[src/rtl/div_unit_if.sv]
`default_nettype none
// ============================================================================
//  Module   : div_unit_if
//  Purpose  : Start/done handshake and operand/result bus between the main
//             control unit (master) and the sequential divider (slave).
//  Revision : 1.0  initial release
// ============================================================================
interface div_unit_if #(
  parameter int WIDTH = 32
);
  logic             div_start;
  logic [WIDTH-1:0] dividend;
  logic [WIDTH-1:0] divisor;
  logic             busy;
  logic             div_done;
  logic             div_zero;
  logic [WIDTH-1:0] hi_out;
  logic [WIDTH-1:0] lo_out;

  modport master (
    output div_start, dividend, divisor,
    input  busy, div_done, div_zero, hi_out, lo_out
  );

  modport slave (
    input  div_start, dividend, divisor,
    output busy, div_done, div_zero, hi_out, lo_out
  );
endinterface
`default_nettype wire

[src/rtl/div_unit.sv]
`default_nettype none
// ============================================================================
//  Module   : div_unit
//  Purpose  : Sequential signed divider for MIPS DIV. Restoring division on
//             operand magnitudes, one quotient bit per cycle, then a sign-fix
//             step. Quotient goes to LO, remainder (sign of dividend) to HI.
//  Revision : 1.0  initial release
// ============================================================================
module div_unit #(
  parameter int WIDTH = 32
) (
  input  wire logic   clock,
  input  wire logic   reset,
  div_unit_if.slave   bus
);

  localparam int                CW     = (WIDTH > 1) ? $clog2(WIDTH) : 1;
  localparam logic [CW-1:0]     c_LAST = CW'(WIDTH - 1);

  typedef enum logic [1:0] {
    S_IDLE = 2'd0,
    S_ITER = 2'd1,
    S_SIGN = 2'd2,
    S_DONE = 2'd3
  } state_t;

  state_t           r_state;
  state_t           w_next;

  logic [WIDTH-1:0] r_rem;      // partial remainder (magnitude)
  logic [WIDTH-1:0] r_quo;      // dividend magnitude shifting out, quotient in
  logic [WIDTH-1:0] r_dvs;      // divisor magnitude
  logic             r_neg_q;    // operand signs differ
  logic             r_neg_r;    // dividend was negative
  logic             r_dvz;      // accepted divisor was zero
  logic [CW-1:0]    r_cnt;
  logic             r_done;
  logic             r_zero;
  logic [WIDTH-1:0] r_hi;
  logic [WIDTH-1:0] r_lo;

  logic             w_accept;
  logic [WIDTH:0]   w_rem_sh;   // one extra bit so the compare cannot overflow
  logic             w_ge;
  logic [WIDTH-1:0] w_diff;
  logic [WIDTH-1:0] w_mag_a;
  logic [WIDTH-1:0] w_mag_b;

  assign w_accept = (r_state == S_IDLE) && bus.div_start;

  // Operand magnitudes and one restoring-division step
  always_comb begin
    w_mag_a  = bus.dividend[WIDTH-1] ? -bus.dividend : bus.dividend;
    w_mag_b  = bus.divisor[WIDTH-1]  ? -bus.divisor  : bus.divisor;
    w_rem_sh = {r_rem, r_quo[WIDTH-1]};
    w_ge     = (w_rem_sh >= {1'b0, r_dvs});
    // When w_ge holds the true difference is below 2^WIDTH, so modular
    // subtraction on the low bits gives the exact result.
    w_diff   = w_rem_sh[WIDTH-1:0] - r_dvs;
  end

  // State register
  always_ff @(posedge clock) begin
    if (reset) r_state <= S_IDLE;
    else       r_state <= w_next;
  end

  // Next-state logic
  always_comb begin
    w_next = r_state;
    case (r_state)
      S_IDLE: if (bus.div_start) w_next = (bus.divisor == '0) ? S_DONE : S_ITER;
      S_ITER: if (r_cnt == c_LAST) w_next = S_SIGN;
      S_SIGN: w_next = S_DONE;
      S_DONE: w_next = S_IDLE;
      default: w_next = S_IDLE;
    endcase
  end

  // Datapath: operand capture, iteration, sign fix and status flags
  always_ff @(posedge clock) begin
    if (reset) begin
      r_rem   <= '0;
      r_quo   <= '0;
      r_dvs   <= '0;
      r_neg_q <= 1'b0;
      r_neg_r <= 1'b0;
      r_dvz   <= 1'b0;
      r_cnt   <= '0;
      r_done  <= 1'b0;
      r_zero  <= 1'b0;
      r_hi    <= '0;
      r_lo    <= '0;
    end else begin
      // The completion pulse lags the DONE state by one cycle, so it always
      // lands in an IDLE cycle and can never repeat on the next cycle.
      r_done <= (r_state == S_DONE);
      case (r_state)
        S_IDLE: begin
          if (w_accept) begin
            r_rem   <= '0;
            r_quo   <= w_mag_a;
            r_dvs   <= w_mag_b;
            r_neg_q <= bus.dividend[WIDTH-1] ^ bus.divisor[WIDTH-1];
            r_neg_r <= bus.dividend[WIDTH-1];
            r_dvz   <= (bus.divisor == '0);
            r_cnt   <= '0;
            r_zero  <= 1'b0;
          end
        end
        S_ITER: begin
          r_rem <= w_ge ? w_diff : w_rem_sh[WIDTH-1:0];
          r_quo <= {r_quo[WIDTH-2:0], w_ge};
          r_cnt <= r_cnt + 1'b1;
        end
        S_SIGN: begin
          // Most-negative / -1 wraps back to the most-negative value here.
          r_lo <= r_neg_q ? -r_quo : r_quo;
          r_hi <= r_neg_r ? -r_rem : r_rem;
        end
        S_DONE: begin
          if (r_dvz) r_zero <= 1'b1;
        end
        default: ;
      endcase
    end
  end

  assign bus.busy     = (r_state != S_IDLE);
  assign bus.div_done = r_done;
  assign bus.div_zero = r_zero;
  assign bus.hi_out   = r_hi;
  assign bus.lo_out   = r_lo;

endmodule
`default_nettype wire
[src/flat_wrapper.sv]
// flat-port wrapper written by rule: the top's interface ports become plain ports
module div_unit_flat 
#(
  parameter int WIDTH = 32
)
  (clock, reset, bus_div_start, bus_dividend, bus_divisor, bus_busy, bus_div_done, bus_div_zero, bus_hi_out, bus_lo_out);
  div_unit_if #(.WIDTH(WIDTH)) bus_i ();
  input  wire logic clock;
  input  wire logic reset;
  input wire logic [$bits(bus_i.div_start)-1:0] bus_div_start;
  input wire logic [$bits(bus_i.dividend)-1:0] bus_dividend;
  input wire logic [$bits(bus_i.divisor)-1:0] bus_divisor;
  output wire logic [$bits(bus_i.busy)-1:0] bus_busy;
  output wire logic [$bits(bus_i.div_done)-1:0] bus_div_done;
  output wire logic [$bits(bus_i.div_zero)-1:0] bus_div_zero;
  output wire logic [$bits(bus_i.hi_out)-1:0] bus_hi_out;
  output wire logic [$bits(bus_i.lo_out)-1:0] bus_lo_out;
  assign bus_i.div_start = bus_div_start;
  assign bus_i.dividend = bus_dividend;
  assign bus_i.divisor = bus_divisor;
  assign bus_busy = bus_i.busy;
  assign bus_div_done = bus_i.div_done;
  assign bus_div_zero = bus_i.div_zero;
  assign bus_hi_out = bus_i.hi_out;
  assign bus_lo_out = bus_i.lo_out;
  div_unit #(.WIDTH(WIDTH)) u_core (.clock(clock), .reset(reset), .bus(bus_i));
endmodule
[config.mk]
export PLATFORM = sky130hd
export DESIGN_NAME = div_unit_flat
export DESIGN_NICKNAME = d
export VERILOG_FILES = /design/src/rtl/div_unit_if.sv /design/src/rtl/div_unit.sv /design/src/flat_wrapper.sv
export SDC_FILE = /design/constraint.sdc
export NUM_CORES = 1
export LEC_CHECK = 0
export CELL_PAD_IN_SITES_DETAIL_PLACEMENT = 2
export CELL_PAD_IN_SITES_GLOBAL_PLACEMENT = 2
export CORE_UTILIZATION = 30
export CTS_CLUSTER_DIAMETER = 80
export DETAILED_ROUTE_END_ITERATION = 16
export PLACE_DENSITY = 0.89
export SLEW_MARGIN = 15
export SYNTH_ARGS = -nofsm -noshare
export SYNTH_HDL_FRONTEND = slang
export SYNTH_SLANG_ARGS = --single-unit
[constraint.sdc]
create_clock -name clock -period 2.8 [get_ports clock]
set_clock_uncertainty 0.15 [all_clocks]
set_input_delay 0.28 -clock clock [delete_from_list [all_inputs] [get_ports clock]]
set_output_delay 0.28 -clock clock [all_outputs]
set_load 0.03 [all_outputs]
==> run metrics, run 1 <==
final hold violation count 0; synth unique cells 67; yosys warns 0; Worst-Skew Late Latency 0.50 ns; num rows 69; Post-synth top flop dfxtp_1; Clock Path Buffers 2; H-tree depth 4; Residual DRC 0; # fillers 3798; CP startpoint kind flop; Worst-path clk slew 0.09 ns; run status finished with violations; Hold Path End u_core.bus.hi_out[0]$_SDFFE_PP0P_; Arr. time, crit path 3.91 ns; Slew @ Worst Pin 1.24 ns; Hold Crit Depth 2; Async S/R FF share, synth 0%; routed len/inst 34.4 um; largest net degree at the start of global routing 66; port bufs 133; cts hold-fix bufs 0; R2R Path End u_core.r_rem[0]$_SDFFE_PP0P_; clock power share 16.8%; fin. max-slew vios 0; final setup fails 55; Placed Cells 2092; Critical Path RT 3.05 ns; Worst setup EP type flop; Die Width 192 um; Nets 1806; core region area 35600 um^2; worst vdd ir 534 uV; Synth area leader dfxtp_1; share of layout cells above drive strength 1 31.2%; cts bufs inserted 17; MaxCap Viol Count 0; Layout area overhead 52.1%; Post-synth EDFFs 0; R2R depth 12; Sequential Power Share 24.5%; flop and latch count out of synthesis 172; CP max FO 5; Detailed Route Iter0 Violations 1163; Syn Inst Count 1369; Antenna Violating Nets Remaining 0; gpl congestion 0.880; Final Critical Period 3.66 ns; antenna violations before repair 3; global-route wire length before repair 96600 um; Tcrit/Tclk final 131%; PD cells 925 nW/um^2; post-layout util 46.3%; Logic pwr share 58.6%; fmax 0.273 GHz; failing checks negative setup slack; commonest non-fill, non-tap cell in the layout buf_4; Rel. slew slack 17.1%; non-filler instance count after layout 2173; Switching Fraction 50.9%; vias in the first global route 14507; Die Y 192 um; leading cell types in the layout, fill and taps excluded buf_4, dfxtp_1, nand2_1, clkdlybuf4s50_1, nor2_1; CTS tree yes; Overflow after GRT 0; post-synth top area share 31.8%; initial core utilization 30.5%; top cells by area, synth dfxtp_1, xor2_1, a211oi_1; type of the worst min-delay path in2reg; Cell Int Power 7.49 mW; # IOs 134; R2R Path Start u_core.r_dvs[12]$_SDFFE_PP0P_; Post-Syn Nets 1479; HP Start reset; Fin Hold WS 0.112 ns; sequential share of the synthesized area 31.8%; WS Path Type reg2reg; drt pass-1 iters 5; CTS root buffer clkbuf_16; Cell Area, Synth 10800 um^2; RSZ-0062 raised after global routing true; Net Switching 7.76 mW; Vias per Instance 6.35; CTS sink count 172; P_leak 6.31 nW; slack of the worst reg-to-reg path -0.86 ns; full die area 36900 um^2; Synth Area per Inst 7.92 um^2; routed via count 13806; DPL Wire Length 39200 um; Total GRT Usage 35.4%; Worst Setup Slack, final -0.862 ns; Routed WL 74800 um
layout make-up:
type,instances,area [um^2],share of cell area (%)
Antenna cell,3,7.51,0.0455
Clock buffer,18,439,2.66
Clock inverter,14,149,0.903
Inverter,54,205,1.24
Multi-Input combinational cell,1056,8210,49.8
Sequential cell,172,3470,21.1
Tap cell,461,577,3.50
Timing Repair Buffer,395,3430,20.8
layer usage:
metal,global-route usage [%],vias to the layer above,routed length (um)
met2,63.4,922,36500
met5,0,-,0
met1,37.0,6842,25900
met4,25.4,0,7180
li1,-,5586,-
met3,6.67,456,5200
power by group through the flow:
stage | Combinational [mW] | Sequential (mW) | Clock, mW
finish | 8.94 | 3.74 | 2.57
global route | 9.14 | 3.75 | 2.66
CTS | 7.30 | 3.60 | 2.51
detailed placement | 6.56 | 3.60 | 0
global placement | 5.99 | 3.50 | 0
floorplan | 3.27 | 3.92 | 0
state kept, by name, summed over array words and instances, names as in the netlist:
| name | count |
|---|---|
| u_core.bus.hi_out | 32 |
| u_core.r_dvs | 32 |
| u_core.r_rem | 32 |
| u_core.r_quo | 32 |
| u_core.r_state | 2 |
| u_core.bus.div_done | 1 |
| u_core.r_neg_q | 1 |
| u_core.r_cnt | 5 |
| u_core.bus.div_zero | 1 |
| u_core.r_neg_r | 1 |
| u_core.bus.lo_out | 32 |
| u_core.r_dvz | 1 |
worst max-delay path, stage by stage (launching register included):
cell and delay (ns):
dfxtp_1 0.35, inv_1 0.08, ha_1 0.43, nand2_1 0.21
nor3_4 0.46, a41oi_4 0.19, o21ai_4 0.14, o32ai_4 0.16
buf_4 0.19, or2_4 0.27, buf_6 0.15, o21ai_1 0.42
a22o_1 0.38
metrics by stage:
step	setup slack, ns	setup TNS [ns]	power [mW]	cell area (um^2)
5_1_grt	-0.861	-18.20	15.5	16500
4_1_cts	-0.141	-2.20	13.4	15600
2_1_floorplan	-0.149	-0.676	7.19	10900
6_report	-0.862	-17.08	15.3	16500
3_5_place_dp	-0.899	-36.30	10.2	14100
3_3_place_gp	-0.662	-20.75	9.49	14100
repair_timing:
action / CTS / global route
gates resized for setup: 225 / 149
cloned: 2 / 0
pin swaps: 72 / 73
setup buffers: 23 / 23
endpoints found under the setup margin: 88 / 69
cell usage after synthesis, types with 21 or more instances:
master and count:
a211oi_1 88, a21oi_1 72, clkbuf_1 78, dfxtp_1 172, ha_1 42, inv_1 54
mux2i_1 30, nand2_1 153, nor2_1 124, o21ai_0 111, o31ai_1 35, or3_1 21
xnor2_1 44, xor2_1 98
worst max-delay path by stage:
stage | start | to | cells past startpoint
floorplan | bus_dividend[8] | u_core.r_quo[29]$_SDFFE_PP0P_ | 8
global placement | bus_dividend[8] | u_core.r_quo[29]$_SDFFE_PP0P_ | 9
detailed placement | bus_dividend[8] | u_core.r_quo[19]$_SDFFE_PP0P_ | 10
CTS | bus_divisor[5] | u_core.r_dvs[27]$_SDFFE_PP0P_ | 9
global route | u_core.r_dvs[12]$_SDFFE_PP0P_ | u_core.r_rem[0]$_SDFFE_PP0P_ | 12
finish | u_core.r_dvs[12]$_SDFFE_PP0P_ | u_core.r_rem[0]$_SDFFE_PP0P_ | 12
cells by family after synthesis:
kind of cell | after synthesis | synth area share, %
simple gates | 424 | 18.3
compound gates | 417 | 25.4
flops | 172 | 31.8
xor+xnor | 142 | 11.5
buf+inv | 141 | 5.25
fa+ha+maj | 43 | 5.03
mux | 30 | 2.77
(Power assumes the default switching activity.)
==> inputs of run 2 (changes only) <==
--- a/config.mk
+++ b/config.mk
@@ -5,12 +5,13 @@
 export SDC_FILE = /design/constraint.sdc
 export NUM_CORES = 1
 export LEC_CHECK = 0
+export ABC_AREA = 1
 export CELL_PAD_IN_SITES_DETAIL_PLACEMENT = 2
 export CELL_PAD_IN_SITES_GLOBAL_PLACEMENT = 2
-export CORE_UTILIZATION = 30
+export CORE_UTILIZATION = 28
 export CTS_CLUSTER_DIAMETER = 80
 export DETAILED_ROUTE_END_ITERATION = 16
-export PLACE_DENSITY = 0.89
+export PLACE_DENSITY = 0.9
 export SLEW_MARGIN = 15
 export SYNTH_ARGS = -nofsm -noshare
 export SYNTH_HDL_FRONTEND = slang
==> run metrics, run 2 <==
commonest non-fill, non-tap cell in the layout nand2_1; Worst-path clk slew 0.08 ns (about the same); Slew @ Worst Pin 0.723 ns (-0.519 ns); core region area 45700 um^2 (+28%); Syn Inst Count 2154 (+57%); sequential share of the synthesized area 26.4% (-5.3 points); antenna violations before repair 0 (-3); pre-CTS WS 0.0459 ns (+0.945 ns); Final Critical Period 2.70 ns (-0.964 ns); Overflow after GRT 0 (unchanged); CTS tree yes; P_leak 7.42 nW (+17%); full die area 47400 um^2 (+28%); CP max FO 19 (+14); RSZ-0062 raised after global routing false; Rel. slew slack 51.3% (+34 points); synth cell count leaders nand2_1, inv_1, nor2_1, a21oi_1, dfxtp_1; Critical Path RT 3.02 ns (-0.03 ns); global-route wire length before repair 94800 um (-1.9%); PD cells 629 nW/um^2 (-32%); CP startpoint kind flop; post-synth top area share 26.4% (-5.3 points); Post-synth EDFFs 0 (unchanged); type of the worst min-delay path in2reg; Die Width 218 um (+13%); CTS sink count 172 (unchanged); Total GRT Usage 25.7% (-9.7 points); CTS root buffer clkbuf_16; slack of the worst reg-to-reg path 0.10 ns (+0.96 ns); sequence of cells on the critical path ha_1 > nand2_1 > nor2_4 > nand2_1 > nor2_4 > nand3_2 > nand3_4 > nor2_8 > buf_4 > nand3_1 > nand3_1 > a21oi_1; H-tree depth 4 (unchanged); MaxCap Viol Count 0 (unchanged); routed len/inst 21.0 um (-39%); Die Y 218 um (+13%); Vias per Instance 5.22 (-18%); vias in the first global route 16715 (+15%); Arr. time, crit path 2.92 ns (-0.99 ns); port bufs 133 (unchanged); DPL Wire Length 46800 um (+19%); cts bufs inserted 17 (unchanged); Antenna Violating Nets Remaining 0 (unchanged); WS Path Type reg2reg; Nets 2375 (+32%); FF+latch area 3440 um^2 (-0.83%); count leader, synth nand2_1; fin. max-slew vios 0 (unchanged); Cell Area, Synth 13000 um^2 (+20%); drt pass-1 iters 4 (-1); Async S/R FF share, synth 0% (unchanged); share of layout cells above drive strength 1 6.89% (-24 points); Fin Hold WS 0.233 ns (+0.120 ns); Tcrit/Tclk final 96.4% (-34 points); # IOs 134 (unchanged); Worst Setup Slack, final 0.101 ns (+0.964 ns); Slowest-stage cell, CP dfxtp_1; final hold violation count 0 (unchanged); yosys warns 0 (unchanged); total negative slack 0 ns (+17.08 ns); worst vdd ir 396 uV (-26%); Synth area leader dfxtp_1; multi-input logic area 7950 um^2 (-3.1%); Post-Syn Nets 2264 (+53%); flop and latch count out of synthesis 172 (unchanged); Synth Area per Inst 6.05 um^2 (-24%); run status complete, no violations; Worst-Skew Late Latency 0.47 ns (-0.03 ns); routed via count 15012 (+8.7%); crit-path max cell delay 0.45 ns (about the same); # fillers 5734 (+51%); final setup fails 0 (-100%); # Post-CTS Setup Buffers 0 (-100%); Clock Path Buffers 2 (unchanged); Post-synth top flop dfxtp_1; Layout area overhead 20.5%; Detailed Route Iter0 Violations 703 (-40%); leading cell types in the layout, fill and taps excluded nand2_1, inv_1, nor2_1, a21oi_1, dfxtp_1; fmax 0.371 GHz (+36%); largest net degree at the start of global routing 115 (+74%); top cells by area, synth dfxtp_1, nand2_1, inv_1; gpl congestion 0.895 (+1.8%); Antenna diodes 0 (-3); Residual DRC 0 (unchanged); cts hold-fix bufs 0 (unchanged); initial core utilization 28.5% (-2.0 points); Worst setup EP type flop; Routed WL 60300 um (-19%); num rows 78 (+13%); synth unique cells 47 (-30%); Total Power 9.88 mW (-35%)
## run 2: timing repair
action	4_1_cts	5_1_grt
gates resized for setup	0	6
setup endpoints to repair	0	32
endpoints found under the hold margin	0	0
## run 2: worst max-delay path: cells and delay by family, from the launching register on
family                     cells  cell delay, ns
AOI/OAI and AO/OA              1            0.24
buffers and inverters          1            0.23
DFF                            1            0.45
and+or+nand+nor                9            1.05
adders and majority gates      1            0.45
## run 2: where the power goes
group,switching (mW),internal (mW)
registers,0.280,2.71
logic,3.08,1.36
clock network,1.24,1.20
## run 2: cells by family after synthesis
group / after synthesis / synth area share, %
adder cells (fa/ha/maj): 43 / 4.19
flip-flops: 172 / 26.4
XOR/XNOR: 72 / 4.84
AO/OA/AOI/OAI: 375 / 16.2
buffers and inverters: 420 / 12.8
AND/OR/NAND/NOR: 1072 / 35.5
## run 2: metrics by stage
step / utilization, % / cell area, um^2 / std cells
final: 34.4 / 15700 / 2878
after global routing: 34.4 / 15700 / 2878
after CTS: 34.3 / 15700 / 2878
after detailed placement: 33.1 / 15100 / 2846
after global placement: 33.1 / 15100 / 2846
after floorplan: - / 13000 / 2154
## run 2: final timing paths
| kind | startpoint | end | cells after the start |
|---|---|---|---|
| max reg2reg | u_core.r_rem[13]$_SDFFE_PP0P_ | u_core.r_rem[3]$_SDFFE_PP0P_ | 12 |
| max | u_core.r_rem[13]$_SDFFE_PP0P_ | u_core.r_rem[3]$_SDFFE_PP0P_ | 12 |
| min | reset | u_core.bus.div_done$_SDFF_PP0_ | 3 |
| min reg2reg | u_core.r_dvz$_SDFFE_PP0P_ | u_core.r_dvz$_SDFFE_PP0P_ | 2 |
## run 2: layer usage
| metal | global-route usage, % | part of all wire (%) | wire length [um] | vias up |
|---|---|---|---|---|
| li1 | - | - | - | 7087 |
| met3 | 2.55 | 2.2 | 1320 | 113 |
| met1 | 30.2 | 43 | 25800 | 7559 |
| met4 | 10.9 | 3.8 | 2300 | 0 |
| met5 | 0 | 0 | 0 | - |
| met2 | 47.0 | 51 | 30900 | 253 |
## run 2: cell type report
class,instances,area share [%]
Clock buffer,19,2.82
Clock inverter,13,0.789
Inverter,339,8.11
Multi-Input combinational cell,1562,50.7
Sequential cell,172,22.0
Tap cell,600,4.78
Timing Repair Buffer,173,10.9
